[src/rtl/addergen_pipe.sv]
`default_nettype none
// +----------------------------------------------------------------------+
// | Module   : addergen_pipe                                             |
// | Function : pipelined add/subtract, one carry chunk resolved per      |
// |            stage, valid/ready handshake with a global stall          |
// | Revision : 1.0  initial release                                      |
// +----------------------------------------------------------------------+
module addergen_pipe #(
    parameter int WIDTH  = 16,
    parameter int STAGES = 4
) (
    input  logic             clk,
    input  logic             rst_n,
    input  logic             in_valid,
    output logic             in_ready,
    input  logic [WIDTH-1:0] a,
    input  logic [WIDTH-1:0] b,
    input  logic             ci,
    input  logic             sub,
    output logic             out_valid,
    input  logic             out_ready,
    output logic [WIDTH-1:0] sum,
    output logic             co,
    output logic             ovf
);
    localparam int c_CW = WIDTH / STAGES;

    logic             w_stall;
    logic [WIDTH-1:0] w_bx;
    logic             w_cx;

    assign w_stall  = out_valid && !out_ready;
    assign in_ready = !w_stall;
    assign w_bx     = sub ? ~b : b;
    assign w_cx     = ci ^ sub;

    for (genvar k = 0; k < STAGES; k++) begin : g_stage
        // Each stage carries only the operand chunks not yet resolved and
        // the sum chunks already resolved, so no register bit is dead.
        localparam int c_IW = (STAGES - k) * c_CW;
        localparam int c_SW = (k + 1) * c_CW;

        logic [c_IW-1:0] w_a;
        logic [c_IW-1:0] w_b;
        logic            w_cin;
        logic            w_vin;
        logic [c_CW:0]   w_add;
        logic [c_SW-1:0] w_s;
        logic [c_SW-1:0] r_s;
        logic            r_c;
        logic            r_v;

        if (k == 0) begin : g_head
            assign w_a   = a;
            assign w_b   = w_bx;
            assign w_cin = w_cx;
            assign w_vin = in_valid && in_ready;
            assign w_s   = w_add[c_CW-1:0];
        end else begin : g_body
            assign w_a   = g_stage[k-1].g_skew.r_a;
            assign w_b   = g_stage[k-1].g_skew.r_b;
            assign w_cin = g_stage[k-1].r_c;
            assign w_vin = g_stage[k-1].r_v;
            assign w_s   = {w_add[c_CW-1:0], g_stage[k-1].r_s};
        end

        assign w_add = {1'b0, w_a[c_CW-1:0]} + {1'b0, w_b[c_CW-1:0]} + {{c_CW{1'b0}}, w_cin};

        always_ff @(posedge clk or negedge rst_n) begin
            if (!rst_n) begin
                r_v <= 1'b0;
                r_c <= 1'b0;
                r_s <= '0;
            end else if (!w_stall) begin
                r_v <= w_vin;
                if (w_vin) begin
                    r_c <= w_add[c_CW];
                    r_s <= w_s;
                end
            end
        end

        if (k < STAGES - 1) begin : g_skew
            logic [c_IW-c_CW-1:0] r_a;
            logic [c_IW-c_CW-1:0] r_b;

            always_ff @(posedge clk or negedge rst_n) begin
                if (!rst_n) begin
                    r_a <= '0;
                    r_b <= '0;
                end else if (!w_stall && w_vin) begin
                    r_a <= w_a[c_IW-1:c_CW];
                    r_b <= w_b[c_IW-1:c_CW];
                end
            end
        end else begin : g_tail
            // Overflow is decided where the MSB chunk resolves.
            logic r_ovf;

            always_ff @(posedge clk or negedge rst_n) begin
                if (!rst_n) begin
                    r_ovf <= 1'b0;
                end else if (!w_stall && w_vin) begin
                    r_ovf <= (w_a[c_CW-1] == w_b[c_CW-1]) && (w_add[c_CW-1] != w_a[c_CW-1]);
                end
            end
        end
    end

    assign out_valid = g_stage[STAGES-1].r_v;
    assign sum       = g_stage[STAGES-1].r_s;
    assign co        = g_stage[STAGES-1].r_c;
    assign ovf       = g_stage[STAGES-1].g_tail.r_ovf;

endmodule
`default_nettype wire

[config.mk]
export PLATFORM = sky130hd
export DESIGN_NAME = addergen_pipe
export DESIGN_NICKNAME = d
export VERILOG_FILES = /design/src/rtl/addergen_pipe.sv
export SDC_FILE = /design/constraint.sdc
export NUM_CORES = 1
export LEC_CHECK = 0
export CAP_MARGIN = 5
export CORE_MARGIN = 1
export CORE_UTILIZATION = 45
export CTS_CLUSTER_DIAMETER = 30
export CTS_CLUSTER_SIZE = 12
export DETAILED_ROUTE_END_ITERATION = 16
export GPL_ROUTABILITY_DRIVEN = 1
export PLACE_DENSITY = 0.71
export SLEW_MARGIN = 15
export SYNTH_ARGS = -nofsm -noshare
export SYNTH_HDL_FRONTEND = slang
export SYNTH_SLANG_ARGS = --single-unit
[constraint.sdc]
create_clock -name clk -period 2.03 [get_ports clk]
set_input_delay 0.609 -clock clk [delete_from_list [all_inputs] [get_ports clk]]
set_output_delay 0.609 -clock clk [all_outputs]
set_load 0.05 [all_outputs]
Yosys cells after proc, flatten, opt, wreduce, memory -nomap -nowiden:

Index checks and enable logic that the tools add are counted.

* reductions and logical operators: 13
* eq/ne operators: 2
* $add $sub $neg: 8
* multiplexer cells: 1
* bitwise gates (word level): 3

Operators with widths (number)
* 4-bit by 4-bit adder with 5-bit output: 4
* 5-bit by 1-bit adder with 5-bit output: 4
* 16-bit 2-to-1 mux: 1
* 16-bit inverter: 1
* 2-bit AND reduction: 4
* 1-bit logical AND: 7
* 1-bit zero test: 2
* 1-bit == test: 1
* 1-bit inequality test: 1
* 1-bit inverter: 1
* 1-bit bitwise XOR: 1

* register bits after elaboration: 97
* input port bits: 38
* output and inout bits: 20
* word-level logic and storage cells: 46

Depth between registers and ports, before layout:

Gate-level depths: netlist (run 1).

* depth in word-level cells: 5
* gate-level depth with buffers: 8
* depth with buffers taken out: 6

Worst setup path after synthesis (run 1):

Ideal clock, no wire load.

* path kind: in2reg
* start point: in sub
* end point: reg g_stage[0].r_c
* arrival: 2334 ps
* path buffers: 2
* setup time: 129 ps
* slack: -433 ps
* cell stages on the path: 8
* data required time: 1901 ps
* cell sequence: buf_2 buf_4 xor2_1 fa_1 fa_1 a21o_1 a21oi_1 o21ai_0

* cells in the longest elaborated chain, start to end: 3
* elaborated cells between the ends (all ways): 4
* classes of those cells: add/sub (2); mux (1); bitwise (1)

RTL lines
* start, declared: RTL line 19 `input logic sub,`
* 16-bit 2-to-1 mux: RTL line 34 `assign w_bx = sub ? ~b : b;`
* 4-bit by 4-bit adder with 5-bit output: RTL line 67 `assign w_add = {1'b0, w_a[c_CW-1:0]} + {1'b0, w_b[c_CW-1:0]} + {{c_CW{1'b0}}, w_cin};`
* 5-bit by 1-bit adder with 5-bit output (*): RTL line 67
* end signal, assigned: RTL line 77 `r_c <= w_add[c_CW];`
* end, declared: RTL line 50 `logic r_c;`

Mark *: on every way between the ends. The rest lies on a longest branch, timed or not.
A chain may end at the register's enable or synchronous reset.

Worst setup path after layout (run 1):

* start point: in out_ready
* end point: out in_ready

* cells in the longest elaborated chain, start to end: 3

RTL lines
* start, declared: RTL line 21 `input logic out_ready,`
* 1-bit zero test: RTL line 32 `assign w_stall = out_valid && !out_ready;`
* 1-bit logical AND: RTL line 32
* 1-bit zero test: RTL line 33 `assign in_ready = !w_stall;`
* end, declared: RTL line 15 `output logic in_ready,`

Every way passes these cells.

==> results of run 1 <==
==> per-stage QoR <==
stage,setup WS (ps),hold slack (ps),util (%)
finish,25.9,284,57.9
global route,10.2,302,57.9
CTS,7.02,307,57.6
detailed placement,-638,486,55.4
global placement,-581,484,55.4
floorplan,-239,313,-
==> cell usage in the layout, fill, tap and decap left out, types with 2 or more instances in the layout <==
cell type / netlist / layout
a21oi_1: 8 / 7
inv_6: 0 / 2
clkbuf_8: 0 / 10
nor3_1: 2 / 2
xor2_2: 0 / 2
a21boi_0: 5 / 5
o31ai_1: 3 / 3
ha_1: 12 / 12
buf_12: 0 / 3
nand3_1: 5 / 5
o21ai_0: 50 / 48
mux2_2: 64 / 63
and3b_1: 2 / 2
clkdlybuf4s50_1: 0 / 33
a21o_1: 3 / 3
o21ai_1: 1 / 3
inv_1: 12 / 12
xnor2_1: 13 / 12
nand2_1: 3 / 3
xor2_1: 8 / 6
clkinvlp_4: 0 / 3
nor2b_1: 2 / 2
dfrtp_1: 97 / 97
a211oi_1: 2 / 2
buf_4: 4 / 40
fa_1: 8 / 6
fa_2: 0 / 2
==> flip-flops by register name, indices dropped and copies added, names as in the netlist <==
name                cells
sum                    16
g_stage.g_skew.r_a     24
co                      1
g_stage.g_skew.r_b     24
ovf                     1
g_stage.r_s            24
g_stage.r_v             3
out_valid               1
g_stage.r_c             3
==> critical path, delay by kind of cell <==
kind	cells	cell delay [ps]
buffers and inverters	3	640
AND/OR/NAND/NOR	1	150
==> layer usage <==
layer	vias up	track usage [%]	part of all wire, %
li1	1302	-	-
met1	1345	23.5	48
met2	61	27.8	47
met3	8	2.92	3.7
met4	0	6.91	1.2
met5	-	0	0
==> layout make-up <==
class | instances | area [sq um]
clock buffers | 10 | 138
repair buffers | 80 | 732
multi-input cells | 201 | 1820
well taps | 129 | 161
clock inverters | 6 | 48.8
fillers | 791 | 3910
flip-flops and latches | 97 | 2430
inverters | 13 | 51.3
==> timing repair <==
action | 4_1_cts | 5_1_grt
pin swaps | 2 | 3
setup endpoints to repair | 5 | 4
gates resized for setup | 4 | 6
buffers inserted | 2 | 1
==> final timing paths <==
kind / slack [ps] / to
setup reg to reg: 130 / co
hold / removal: 280 / g_stage[0].r_s[3]
setup / recovery: 30 / in_ready
min in group clk: 510 / g_stage[2].r_s[3]
max in group asynchronous: 1370 / co
hold reg to reg: 510 / g_stage[2].r_s[3]
==> cell families (layout without fill, tap and decap cells) <==
| kind of cell | Yosys count | count (layout) | synth area share [%] |
|---|---|---|---|
| AO/OA/AOI/OAI | 76 | 76 | 9.83 |
| XOR/XNOR | 21 | 21 | 4.23 |
| adder cells (fa/ha/maj) | 20 | 20 | 7.13 |
| buffers and inverters | 27 | 109 | 3.33 |
| flip-flops | 97 | 97 | 55.8 |
| multiplexers | 64 | 64 | 16.6 |
| AND/OR/NAND/NOR | 20 | 20 | 3.16 |
==> power by group <==
part           switching (mW)  internal [mW]  leakage [nW]
Combinational            1.96           1.77          1.12
Clock                   0.681          0.489        0.0855
Sequential              0.510           2.80          1.17
==> impl_metrics.toml, run 1 <==
[sta]
tns_ps = 0
clock.fmax_mhz = 499
setup_viol = 0
slew_violations = 0
min_period_ps = 2000
finClkSkew_ps = 11.6
period_share_pct = 98.7
max-slew-margin-rel_pct = 66.9
worstMarginPinSlew_ps = 496
hold_viol = 0
rsz0062_at_grt = "false"

[clocking]
path_clk_slew_ps = 90
clkLatencyLatePin_ps = 360
cts_num_sinks = 97
cts-hold-fix-buffers = 0
root_buffer = "clkbuf_8"
cts_tree = "done"
htree_num_levels = 3
cts_made_buffers = 9
clockBufferDepth = 2

[pwr]
leakage_nw = 2.37
power_density_nw_per_um2 = 1530
p_total_mw = 8.21
vdd_ir_drop_max_uv = 653

[worst_setup_path]
path_class = "input pin to primary output"
rr_startpoint = "g_stage[2].r_c"
arrival_ps = 1400
rr_worst_depth = 5
cpMaxStageDelayCell = "clkdlybuf4s50_1"
critPathMaxStageDelay_ps = 450
crit_chain = "clkdlybuf4s50_1, nor2b_4, inv_4, buf_8"
cp_max_fo = 2
startpoint = "out_ready"
crit_path_end_kind = "primary output"
crit_path_start_kind = "input pin"
crit_required_ps = 1420

[run_status]
status = "finished, final reports clean"

[final_layout]
fin_cells = 536
finalInstanceArea_sq_um = 5370
layout.nets = 460
synthToLayoutAreaGrowth_pct = 23.5
drive_above_1_share_pct = 33.7
diodes = 0

[floorplanning]
dieWidth_um = 100
die_h_um = 100
row_count = 35
die-area_sq_um = 10100
core_area_sq_um = 9280
initial_core_util_pct = 46.9
io_pins = 58

[logic_synthesis]
synth_most_common_cell = "dfrtp_1"
synth_warnings = 0
async_reset_ff_share_pct = 100
synth_area_sq_um = 4350
syn_area_per_cell_sq_um = 13.4
synth_cell_types = 34
ys_seq_elements = 97
synthFlopType = "dfrtp_1"
synth_area_leaders = "dfrtp_1 56%, mux2_2 17%, o21ai_0 5.7%, fa_1 3.7%, ha_1 3.4%"
synth-seq-area-share_pct = 55.8
synth_cells = 325
mappedNetlistNets = 383
yosysTopAreaCell = "dfrtp_1"
synth_top_area_share_pct = 55.8
synth_edf_count = 0
synth_common_cells = "97 x dfrtp_1, 64 x mux2_2, 50 x o21ai_0"

[routing]
vias = 2716
drc = 0
vias_per_cell = 5.07
ant_nets = 0
detail_route.wl_per_cell_um = 14.5
dr.pass1.iters = 4
drt_first_iter_violations = 78
routed_wl_um = 7770

[job]
maxCapViolations = 0

[placed_design]
dpl.hpwl_um = 5790
place_congestion = 0.808
port-buffer-count = 57
place_area_sq_um = 5140
dp.cells = 517

[global_route]
grt_max_degree = 98
grt_pass1_vias = 2872
gr-total-overflow = 0
grtUsageTotal_pct = 17.3
antenna_found_initial = 0
grt_pass1_wl_um = 13500

[worst_hold_path]
hold_path.class = "input pin to asynchronous set/reset pin"
No activity file was read; power rests on OpenSTA's default activity.
==> inputs of run 2 (changes only) <==
Settings changed: CTS_CLUSTER_DIAMETER 30 to 50, HOLD_SLACK_MARGIN set to 0.03.
==> results of run 2 <==
Same layout as run 1: the final DEF is identical, and so are final timing and power.
==> inputs of run 3 (changes only) <==
Settings changed: REMOVE_ABC_BUFFERS set to 1.
==> run 3 against run 2 <==
Against the previous run:
- die area is the same
- register-to-register slack is essentially flat
- via count is 1.4% higher
- maximum frequency up 1.4%
- flip-flop and latch count did not move
- global-route usage hardly changed
- sequential share of layout area shrank 0.38 points
- critical endpoint is now g_stage[0].r_s[2]
- largest power group unchanged
==> impl_metrics.toml, run 3 (same netlist as run 1, synthesis figures left out) <==
[run_status]
status = "finished, final reports clean"

[worst_setup_path]
crit_required_ps = 2260
critPathTopFamily = "adder cells"
rr_worst_depth = 5
crit_cells = 6
startpoint = "a[0]"
cpMaxStageDelayCell = "clkdlybuf4s50_1"
arrival_ps = 2210
path_class = "input pin to flop"
critPathMaxStageDelay_ps = 430
crit_chain = "clkdlybuf4s50_1, fa_2, fa_2, buf_4, xnor2_2, o21ai_1"
critPathMostFrequentCell = "fa_2"
crit_path_start_kind = "input pin"
crit_path_end_kind = "flop"
cp_max_fo = 2
rr_startpoint = "g_stage[2].r_c"
critPathBufInv = 2

[routing]
drc = 0
drt_first_iter_violations = 81
dr.pass1.iters = 4
ant_nets = 0
vias_per_cell = 5.10
vias = 2753
detail_route.wl_per_cell_um = 14.6
routed_wl_um = 7870

[pwr]
power_density_nw_per_um2 = 1510
vdd_ir_drop_max_uv = 512
leakage_nw = 2.41

[floorplanning]
die_h_um = 100
die-area_sq_um = 10100
dieWidth_um = 100
initial_core_util_pct = 46.9
core_area_sq_um = 9280
io_pins = 58
row_count = 35

[placed_design]
dpl.hpwl_um = 5850
port-buffer-count = 57
place_congestion = 0.782
place_area_sq_um = 5180
dp.cells = 521
pre_cts_slack_ps = -631

[job]
maxCapViolations = 0

[worst_hold_path]
hold_path.class = "input pin to asynchronous set/reset pin"

[global_route]
grt_pass1_wl_um = 13400
gr-total-overflow = 0
grt_max_degree = 35
grt_pass1_vias = 2865
grtUsageTotal_pct = 17.3
antenna_found_initial = 0

[clocking]
path_clk_slew_ps = 90
cts_num_sinks = 97
htree_num_levels = 3
cts_tree = "done"
clkLatencyLatePin_ps = 360
clockBufferDepth = 2
root_buffer = "clkbuf_8"
cts_made_buffers = 9

[sta]
max-slew-margin-rel_pct = 68.5
setup_viol = 0
hold_viol = 0
timing.hold.ws_ps = 201
slew_violations = 0
layout_setup_ws_ps = 53.6
worstMarginPinSlew_ps = 472
clock.fmax_mhz = 506
rsz0062_at_grt = "true"
period_share_pct = 97.4
min_period_ps = 1980
finClkSkew_ps = 10.6

[final_layout]
nFillCells = 813
top_regs = "g_stage.g_skew.r_a (24), g_stage.g_skew.r_b (24), g_stage.r_s (24)"
drive_above_1_share_pct = 33.8
fin_cells = 540
diodes = 0
mostFrequentLayoutCell = "dfrtp_1"
finalInstanceArea_sq_um = 5420
layout.nets = 464
synthToLayoutAreaGrowth_pct = 24.5
utilization_pct = 58.4
layout_common_cells = "97 x dfrtp_1, 64 x mux2_2, 48 x o21ai_0"
==> run 3: report_power, final <==
group	switching [mW]	total (mW)	internal (mW)
registers	0.462	3.26	2.80
clock network	0.642	1.16	0.514
logic	1.98	3.78	1.80
total	3.09	8.20	5.11
==> run 3: area by class of cell <==
type	instances	area, sq um	share of cell area (%)
sequential	97	2430	44.8
multi-input combinational	201	1810	33.4
timing repair buffer	84	790	14.6
tap	129	161	2.98
clock buffer	12	155	2.86
inverter	13	51.3	0.947
clock inverter	4	26.3	0.485
==> run 3: timing repair <==
item / 4_1_cts / 5_1_grt
hold buffers: 0 / 0
pin swaps: 5 / 0
setup endpoints to repair: 5 / 3
resized for setup: 14 / 2
setup buffers: 3 / 0
==> run 3: worst reg2reg max path, stage by stage (launching register included) <==
cell	delay (ps)
dfrtp_1	420
fa_1	490
fa_1	420
a21o_1	200
a21oi_1	160
o21ai_0	90
==> run 3: routing by layer <==
layer	global-route usage, %	routed length [um]
met3	3.41	302
met4	5.02	93
met2	29.9	4010
met5	0	0
met1	22.2	3470
==> run 3: final timing paths <==
check | end | slack, ps
setup / recovery | g_stage[0].r_s[2] | 50
hold / removal | g_stage[1].g_skew.r_a[5] | 200
setup reg to reg | co | 120
hold reg to reg | g_stage[1].g_skew.r_b[0] | 500
max in group asynchronous | g_stage[0].g_skew.r_b[2] | 1290
min in group clk | g_stage[1].g_skew.r_b[0] | 500
==> run 3: per-stage QoR <==
step                      setup TNS [ps]  total power [mW]
after global routing              -0.674              8.78
after detailed placement           -3970              7.09
after floorplan                    -7490              5.82
final                                  0              8.20
after global placement             -3290              6.90
after CTS                              0              8.29
